## src/rtl/aukv_gpr_wb_arbiter.sv

```systemverilog
// rtl/aukv_gpr_wb_arbiter.sv - writeback arbiter for the shared integer register-file write port
//
// Purpose:
//   Two writeback sources share one register-file write port:
//     requester 0 - execute/ALU result path (fixed priority)
//     requester 1 - load/memory return path (protected by a starvation counter)
//   The granted write is captured in a single write register that drives the
//   register file. Acceptance never depends on downstream state; the write
//   port cannot stall.
//
// Parameters:
//   MAX_WAIT  conflict cycles requester 1 may lose before it is forced to win
//             (0..255; 0 = requester 1 always wins a conflict)
//
// Build option:
//   AUKV_WB_BYPASS_EN  when defined, the rs1/rs2 operand muxes forward the write
//                      held in the write register; when undefined they pass the
//                      register-file read data straight through.
//
// Ports:
//   i_clk, i_rstn                     clock, asynchronous active-low reset
//   i_req0_valid/rd/data, o_req0_ready requester 0 (ALU) write handshake
//   i_req1_valid/rd/data, o_req1_ready requester 1 (load) write handshake
//   o_we, o_rd_addr, o_data           registered register-file write
//   o_grant                           registered one-hot source of the write register
//   i_rs1_addr, i_rs2_addr            operand read addresses
//   i_rs1_rf, i_rs2_rf                register-file read data
//   o_rs1data, o_rs2data              operands after the bypass mux

module aukv_gpr_wb_arbiter #(
    parameter int MAX_WAIT = 4
) (
    input  logic        i_clk,
    input  logic        i_rstn,

    input  logic        i_req0_valid,
    input  logic [4:0]  i_req0_rd,
    input  logic [31:0] i_req0_data,
    output logic        o_req0_ready,

    input  logic        i_req1_valid,
    input  logic [4:0]  i_req1_rd,
    input  logic [31:0] i_req1_data,
    output logic        o_req1_ready,

    output logic        o_we,
    output logic [4:0]  o_rd_addr,
    output logic [31:0] o_data,
    output logic [1:0]  o_grant,

    input  logic [4:0]  i_rs1_addr,
    input  logic [4:0]  i_rs2_addr,
    input  logic [31:0] i_rs1_rf,
    input  logic [31:0] i_rs2_rf,
    output logic [31:0] o_rs1data,
    output logic [31:0] o_rs2data
);

    localparam logic [7:0] MAX_WAIT_C = 8'(MAX_WAIT);

    // Consecutive conflict cycles requester 1 has lost.
    logic [7:0]  wait_cnt;
    logic [7:0]  wait_cnt_nxt;

    logic        force1;
    logic        grant0;
    logic        grant1;
    logic        any_grant;
    logic [4:0]  sel_rd;
    logic [31:0] sel_data;

    // Grant selection: requester 0 wins conflicts until requester 1 has lost
    // MAX_WAIT of them in a row. With MAX_WAIT=0 force1 is always true.
    always_comb begin
        force1    = (wait_cnt >= MAX_WAIT_C);
        grant1    = i_req1_valid & (~i_req0_valid | force1);
        grant0    = i_req0_valid & ~grant1;
        any_grant = grant0 | grant1;
        sel_rd    = grant1 ? i_req1_rd   : i_req0_rd;
        sel_data  = grant1 ? i_req1_data : i_req0_data;
    end

    // Readies are masked while reset is asserted so no handshake can complete
    // against a write register that is being cleared.
    assign o_req0_ready = grant0 & i_rstn;
    assign o_req1_ready = grant1 & i_rstn;

    // Starvation counter: counts only while requester 1 is waiting and losing.
    // Saturation is belt-and-braces: once the count reaches MAX_WAIT the next
    // conflict is granted to requester 1, which clears it.
    always_comb begin
        wait_cnt_nxt = 8'd0;
        if (i_req1_valid && !grant1) begin
            wait_cnt_nxt = (wait_cnt < MAX_WAIT_C) ? (wait_cnt + 8'd1) : wait_cnt;
        end
    end

    always_ff @(posedge i_clk or negedge i_rstn) begin
        if (!i_rstn) begin
            wait_cnt <= 8'd0;
        end else begin
            wait_cnt <= wait_cnt_nxt;
        end
    end

    // Write register. A write to x0 is still accepted and its address/data
    // are captured, but the write enable stays low. With no grant the
    // address/data hold so the register file sees stable inputs.
    always_ff @(posedge i_clk or negedge i_rstn) begin
        if (!i_rstn) begin
            o_we      <= 1'b0;
            o_rd_addr <= 5'd0;
            o_data    <= 32'd0;
            o_grant   <= 2'b00;
        end else if (any_grant) begin
            o_we      <= (sel_rd != 5'd0);
            o_rd_addr <= sel_rd;
            o_data    <= sel_data;
            o_grant   <= {grant1, grant0};
        end else begin
            o_we      <= 1'b0;
            o_grant   <= 2'b00;
        end
    end

`ifdef AUKV_WB_BYPASS_EN
    // Forward the write sitting in the write register; the register file has
    // not committed it yet. x0 always reads from the register file.
    assign o_rs1data = (o_we && (o_rd_addr == i_rs1_addr) && (i_rs1_addr != 5'd0))
                       ? o_data : i_rs1_rf;
    assign o_rs2data = (o_we && (o_rd_addr == i_rs2_addr) && (i_rs2_addr != 5'd0))
                       ? o_data : i_rs2_rf;
`else
    assign o_rs1data = i_rs1_rf;
    assign o_rs2data = i_rs2_rf;

    // Read addresses only matter when forwarding is built in.
    logic unused_rs_addr;
    assign unused_rs_addr = ^{i_rs1_addr, i_rs2_addr};
`endif

endmodule

```

## config.mk

```make
export PLATFORM = sky130hd
export DESIGN_NAME = aukv_gpr_wb_arbiter
export DESIGN_NICKNAME = d
export VERILOG_FILES = /design/src/rtl/aukv_gpr_wb_arbiter.sv
export SDC_FILE = /design/constraint.sdc
export NUM_CORES = 1
export LEC_CHECK = 0
export ABC_AREA = 1
export BUFFER_PORTS_ARGS = -buffer_cell sky130_fd_sc_hd__buf_2
export CELL_PAD_IN_SITES_DETAIL_PLACEMENT = 0
export CELL_PAD_IN_SITES_GLOBAL_PLACEMENT = 1
export CORE_ASPECT_RATIO = 1.4
export CORE_MARGIN = 8
export CORE_UTILIZATION = 23
export CTS_CLUSTER_DIAMETER = 30
export DETAILED_ROUTE_END_ITERATION = 16
export MAX_ROUTING_LAYER = met4
export PLACE_DENSITY_LB_ADDON = 0.1
export SLEW_MARGIN = 0
export SYNTH_ARGS = -nofsm -noshare
export SYNTH_HDL_FRONTEND = slang
export SYNTH_SLANG_ARGS = --single-unit
export TNS_END_PERCENT = 10
```

## constraint.sdc

```tcl
create_clock -name i_clk -period 1.75 [get_ports i_clk]
set_clock_uncertainty 0.15 [all_clocks]
set_input_delay 0.0875 -clock i_clk [delete_from_list [all_inputs] [get_ports i_clk]]
set_output_delay 0.0875 -clock i_clk [all_outputs]
set_load 0.02 [all_outputs]
```

Yosys cells after proc, flatten, opt, wreduce, memory -nomap -nowiden
Cells that the tools add are included.
{ "op_classes": {"magnitude_cmp": 2, "bitwise": 8, "n_addsub": 1, "eq_ne": 1, "mux": 6, "reduce_logical": 3} }
{ "ops": {"columns": ["op", "n"], "rows": [
  ["$mux W32", 1],
  ["$mux W8", 2],
  ["$add A8 B1 Y8 const B", 1],
  ["$ge A8 B3 Y1 const B", 1],
  ["$lt A8 B3 Y1 const B", 1],
  ["$mux W5", 1],
  ["$reduce_bool A5 Y1", 1],
  ["$and A1 B1 Y1", 4],
  ["$mux W2", 1],
  ["$ne A2 B1 Y1 const B", 1],
  ["$not A1 Y1", 2],
  ["$or A1 B1 Y1", 2],
  ["$logic_and A1 B1 Y1", 1],
  ["$logic_not A1 Y1", 1],
  ["$mux W1", 1]
]} }
{ "totals": {"inputBits": 152, "wordCells": 26, "regBits": 48} }

Depth between registers and ports, before layout
{ "logic_depth": {"depth_word": 7, "ltp_mapped": 11, "depth_no_buf": 10} }

Worst setup path before layout
Ideal clock, no wire load.
{ "synth_path": {"kind": "reg-to-output", "from": "register wait_cnt[2]", "to": "output port o_req0_ready", "n_path_buf": 1, "path_slack_ns": 0.101, "path_stages_with_launch": 9, "t_arrival_ns": 1.411, "cell_sequence": "dfrtp_1 > inv_1 > nand2_1 > nor2_2 > nand2_2 > nand2_4 > inv_2 > buf_2 > nor3_1"} }
{ "synth_between": {"elab_chain_cells": 6} }
{ "synth_lines": {"columns": ["element", "line_no", "rtl"], "rows": [
  ["start, declared", "62", "logic [7:0] wait_cnt;"],
  ["start signal, assigned", "102", "wait_cnt <= wait_cnt_nxt;"],
  ["$ge A8 B3 Y1", "75", "force1 = (wait_cnt >= MAX_WAIT_C);"],
  ["$or A1 B1 Y1", "76", "grant1 = i_req1_valid & (~i_req0_valid | force1);"],
  ["$and A1 B1 Y1", "76", null],
  ["$not A1 Y1", "77", "grant0 = i_req0_valid & ~grant1;"],
  ["$and A1 B1 Y1", "77", null],
  ["$and A1 B1 Y1", "85", "assign o_req0_ready = grant0 & i_rstn;"],
  ["end, declared", "39", "output logic o_req0_ready,"]
]} }
Every way passes these cells.

Final worst setup path
Ends and elaborated chain as after synthesis.

==> run_results.csv <==
group,metric,value,unit
final_layout,final_cell_mix,"118 x buf_2, 81 x nand2_1, 68 x nand3_1, 68 x dlygate4sd3_1, 48 x dfrtp_1",
worst_hold_path,min_to,"o_rd_addr[1]$_DFFE_PN0P_",
yosys,yosysWarnings,0,
status,status,"complete, no violations",
placement,hpwl,6.031,mm
floorplanning,die_area,0.01518,mm²
final_layout,layout_commonest_cell,"buf_2",
floorplanning,io_pins,258,
sta,period_minus_slack,1645,ps
clock_tree,clk_latency,290,ps
floorplanning,start_util,0.2335,
worst_setup_path,path_cells,"inv_1 > nand2_1 > nor2_2 > nand2_2 > nand2_8 > inv_2 > nor3_2 > buf_4",
power,p_leak,1.935,nW
yosys,synthesis.instances,321,
detailed_routing,vias_per_cell,4.192,
clock_tree,cts-root-buf,"clkbuf_16",
worst_setup_path,path_class,"flop to output pin",
worst_setup_path,worst_setup_path_start_kind,"flop",
floorplanning,die_x,106.4,µm
worst_setup_path,r2r_slack,130,ps
sta,rsz0062_at_grt,"true",
sta,worst_slew_pin_slew,672.0,ps
detailed_routing,drc,0,
final_layout,nets,605,
grt,antenna_found_initial,0,
worst_setup_path,crit_arrival,1410,ps
clock_tree,htreeDepth,2,
detailed_routing,drt_iter0_markers,72,
power,p_switching,0.0008383,W
worst_hold_path,min_path_type,"input port to flop",
sta,period_share,0.9400,
power,internal-power,0.002113,W
worst_hold_path,min-delay-start,"i_req0_rd[1]",
detailed_routing,drtPass1Iterations,4,
final_layout,area_growth,44.56,%
final_layout,final_cells,595,
grt,grt_pass1_wl,13.99,mm
sta,slew_viol_final,0,
worst_setup_path,cp-end-kind,"output pin",
worst_setup_path,max_stage_delay,410,ps
yosys,ys_ff_latch,48,
yosys,syn-mean-instance-area,8.205,µm²
power,combPwrFrac,0.233,
sta,hold_viol,0,
sta,finalSetupViolCount,0,
yosys,synth_cell_type_count,21,
detailed_routing,vias,2494,
yosys,synth-simple-area-share,0.2765,
yosys,synth_compound_area_frac,0.01330,
yosys,seq_area_frac_synth,0.4561,
yosys,synth_top_family_by_area,"simple AND/OR/NAND/NOR gates",
worst_setup_path,worstPathRequired,1510,ps
worst_setup_path,r2r_cells,11,
clock_tree,clockBufferDepth,2,
sta,relSlewSlack,0.5513,
clock_tree,cts_sinks,48,
placement,place_congestion,0.6786,
grt,grt_max_degree,49,
clock_tree,cts_tree,"done",
worst_setup_path,cpMaxStageDelayCell,"dfrtp_1",
power,clockPowerShare,0.342,
worst_setup_path,crit_fanout,3,
sta,max_freq,607.9,MHz
sta,setup_slack,105.0,ps
power,ir_worst_vdd,0.3735,mV
floorplanning,chipHeight,142.6,µm
floorplanning,num_rows,46,
grt,first_global_vias,2695,
yosys,yosys.area_share.adder,0.009501,
placement,dp.cells,516,
clock_tree,numCtsBuffers,5,
worst_setup_path,r2r-end,"o_we$_DFF_PN0_",
yosys,muxShareOfSynthArea,0,
power,seq_power_share,0.425,
final_layout,diodes,0,
clock_tree,clk_pin_slew,60,ps
worst_setup_path,r2r-start,"wait_cnt[2]$_DFFE_PN0P_",
flow_run,maxCapViolations,0,
power,power-per-cell-area,775.2,mW/mm²
grt,grt_use_total,0.1216,
placement,portBuffers,119,
yosys,synth_area,0.002634,mm²
detailed_routing,routed_wl,8.944,mm
power,sw_frac_of_total,0.2840,
worst_hold_path,min_path_cells,5,
floorplanning,core_area,0.01128,mm²
detailed_routing,drtAntennaViolNets,0,
grt,globalRoute.totalOverflow,0,
final_layout,drive_gt1_frac,0.3215,
detailed_routing,avgRoutedWirePerCell,15.03,µm
yosys,synthXorXnorAreaFrac,0.003325,
placement,pre_cts_ws,6.694,ps
worst max-delay path by stage:
| stage | slack [ps] | endpoint | depth (start not counted) | from |
|---|---|---|---|---|
| after floorplan | 100 | o_req0_ready | 8 | wait_cnt[2]$_DFFE_PN0P_ |
| after global placement | 30 | o_data[5]$_DFFE_PN0P_ | 9 | wait_cnt[3]$_DFFE_PN0P_ |
| after detailed placement | 7 | o_data[11]$_DFFE_PN0P_ | 9 | wait_cnt[6]$_DFFE_PN0P_ |
| after CTS | 6 | o_req0_ready | 8 | wait_cnt[4]$_DFFE_PN0P_ |
| after global routing | -4 | o_req0_ready | 8 | wait_cnt[4]$_DFFE_PN0P_ |
| final | 110 | o_req0_ready | 8 | wait_cnt[2]$_DFFE_PN0P_ |
registers in the layout (all words and copies together) (netlist names):
signal and cells:
o_data 32, o_grant 2, o_rd_addr 5, o_we 1, wait_cnt 8
routing by layer:
| metal | share of wire | wire [µm] | GRT usage |
|---|---|---|---|
| met1 | 0.40 | 3602 | 0.1281 |
| met2 | 0.52 | 4622 | 0.2097 |
| met3 | 0.054 | 484 | 0.03112 |
| met4 | 0.026 | 234 | 0.05502 |
| met5 | 0 | 0 | - |
worst max-delay path, delay by kind of cell (launching register included):
| family | cells | cell delay (ps) |
|---|---|---|
| AND/OR/NAND/NOR | 5 | 430 |
| flip-flops | 1 | 410 |
| buffers and inverters | 3 | 270 |
power by group through the flow:
stage / registers [W] / logic, W / clock network (W)
after CTS: 0.00126 / 0.000699 / 0.00107
after global placement: 0.00128 / 0.000574 / 0
final: 0.00126 / 0.000687 / 0.00101
after floorplan: 0.00139 / 0.000386 / 0
after global routing: 0.00127 / 0.000758 / 0.00109
after detailed placement: 0.00127 / 0.000575 / 0
synth_stat cells:
cell       n  area (µm²)
buf_2      7       35.03
buf_4     67       503.0
buf_6      1       11.26
clkbuf_1   3       11.26
conb_1     1       3.750
dfrtp_1   48        1201
ha_1       2       25.02
inv_1     17       63.81
inv_2      2       7.510
nand2_1   81       304.0
nand2_2    1       6.260
nand2_4    1       11.26
nand3_1   68       340.3
nand3b_1   1       7.510
nor2_1     8       30.03
nor2_2     2       12.51
nor3_1     2       10.01
nor4_1     1       6.260
o21ai_0    6       30.03
o21ai_1    1       5.000
xnor2_1    1       8.760
metrics by stage:
step | hold slack [ps] | area [µm²] | power (W) | utilization | setup TNS [ps]
CTS | 1.699 | 3779 | 0.003023 | 0.3350 | 0
global placement | 25.14 | 2914 | 0.001852 | 0.2583 | 0
finish | 8.011 | 3807 | 0.002952 | 0.3375 | 0
floorplan | -358.1 | 2649 | 0.001778 | - | 0
detailed placement | 25.14 | 2914 | 0.001850 | 0.2583 | 0
global route | 25.03 | 3807 | 0.003118 | 0.3375 | -8.404
what timing repair did:
item | CTS | global route
gates resized for setup | 2 | 6
pin swaps | 2 | 0
endpoints found under the hold margin | 82 | 1
setup buffers | 4 | 0
hold buffers | 67 | 1
endpoints found under the setup margin | 1 | 3
kinds of logic (layout without fill, tap and decap cells):
group           count (synthesis)  count (layout)
xor+xnor                        1               1
fa+ha+maj                       2               2
compound gates                  7               7
flops                          48              48
simple gates                  165             165
other cells                     1               5
buf+inv                        97             223
cell type report:
| type | count | area [µm²] |
|---|---|---|
| Timing Repair Buffer | 197 | 1361 |
| Clock buffer | 7 | 152.6 |
| Fill cell | 1240 | 7473 |
| Inverter | 19 | 71.32 |
| Multi-Input combinational cell | 180 | 840.8 |
| Tap cell | 144 | 180.2 |
| Sequential cell | 48 | 1201 |
Power figures use the tool's default switching activity.
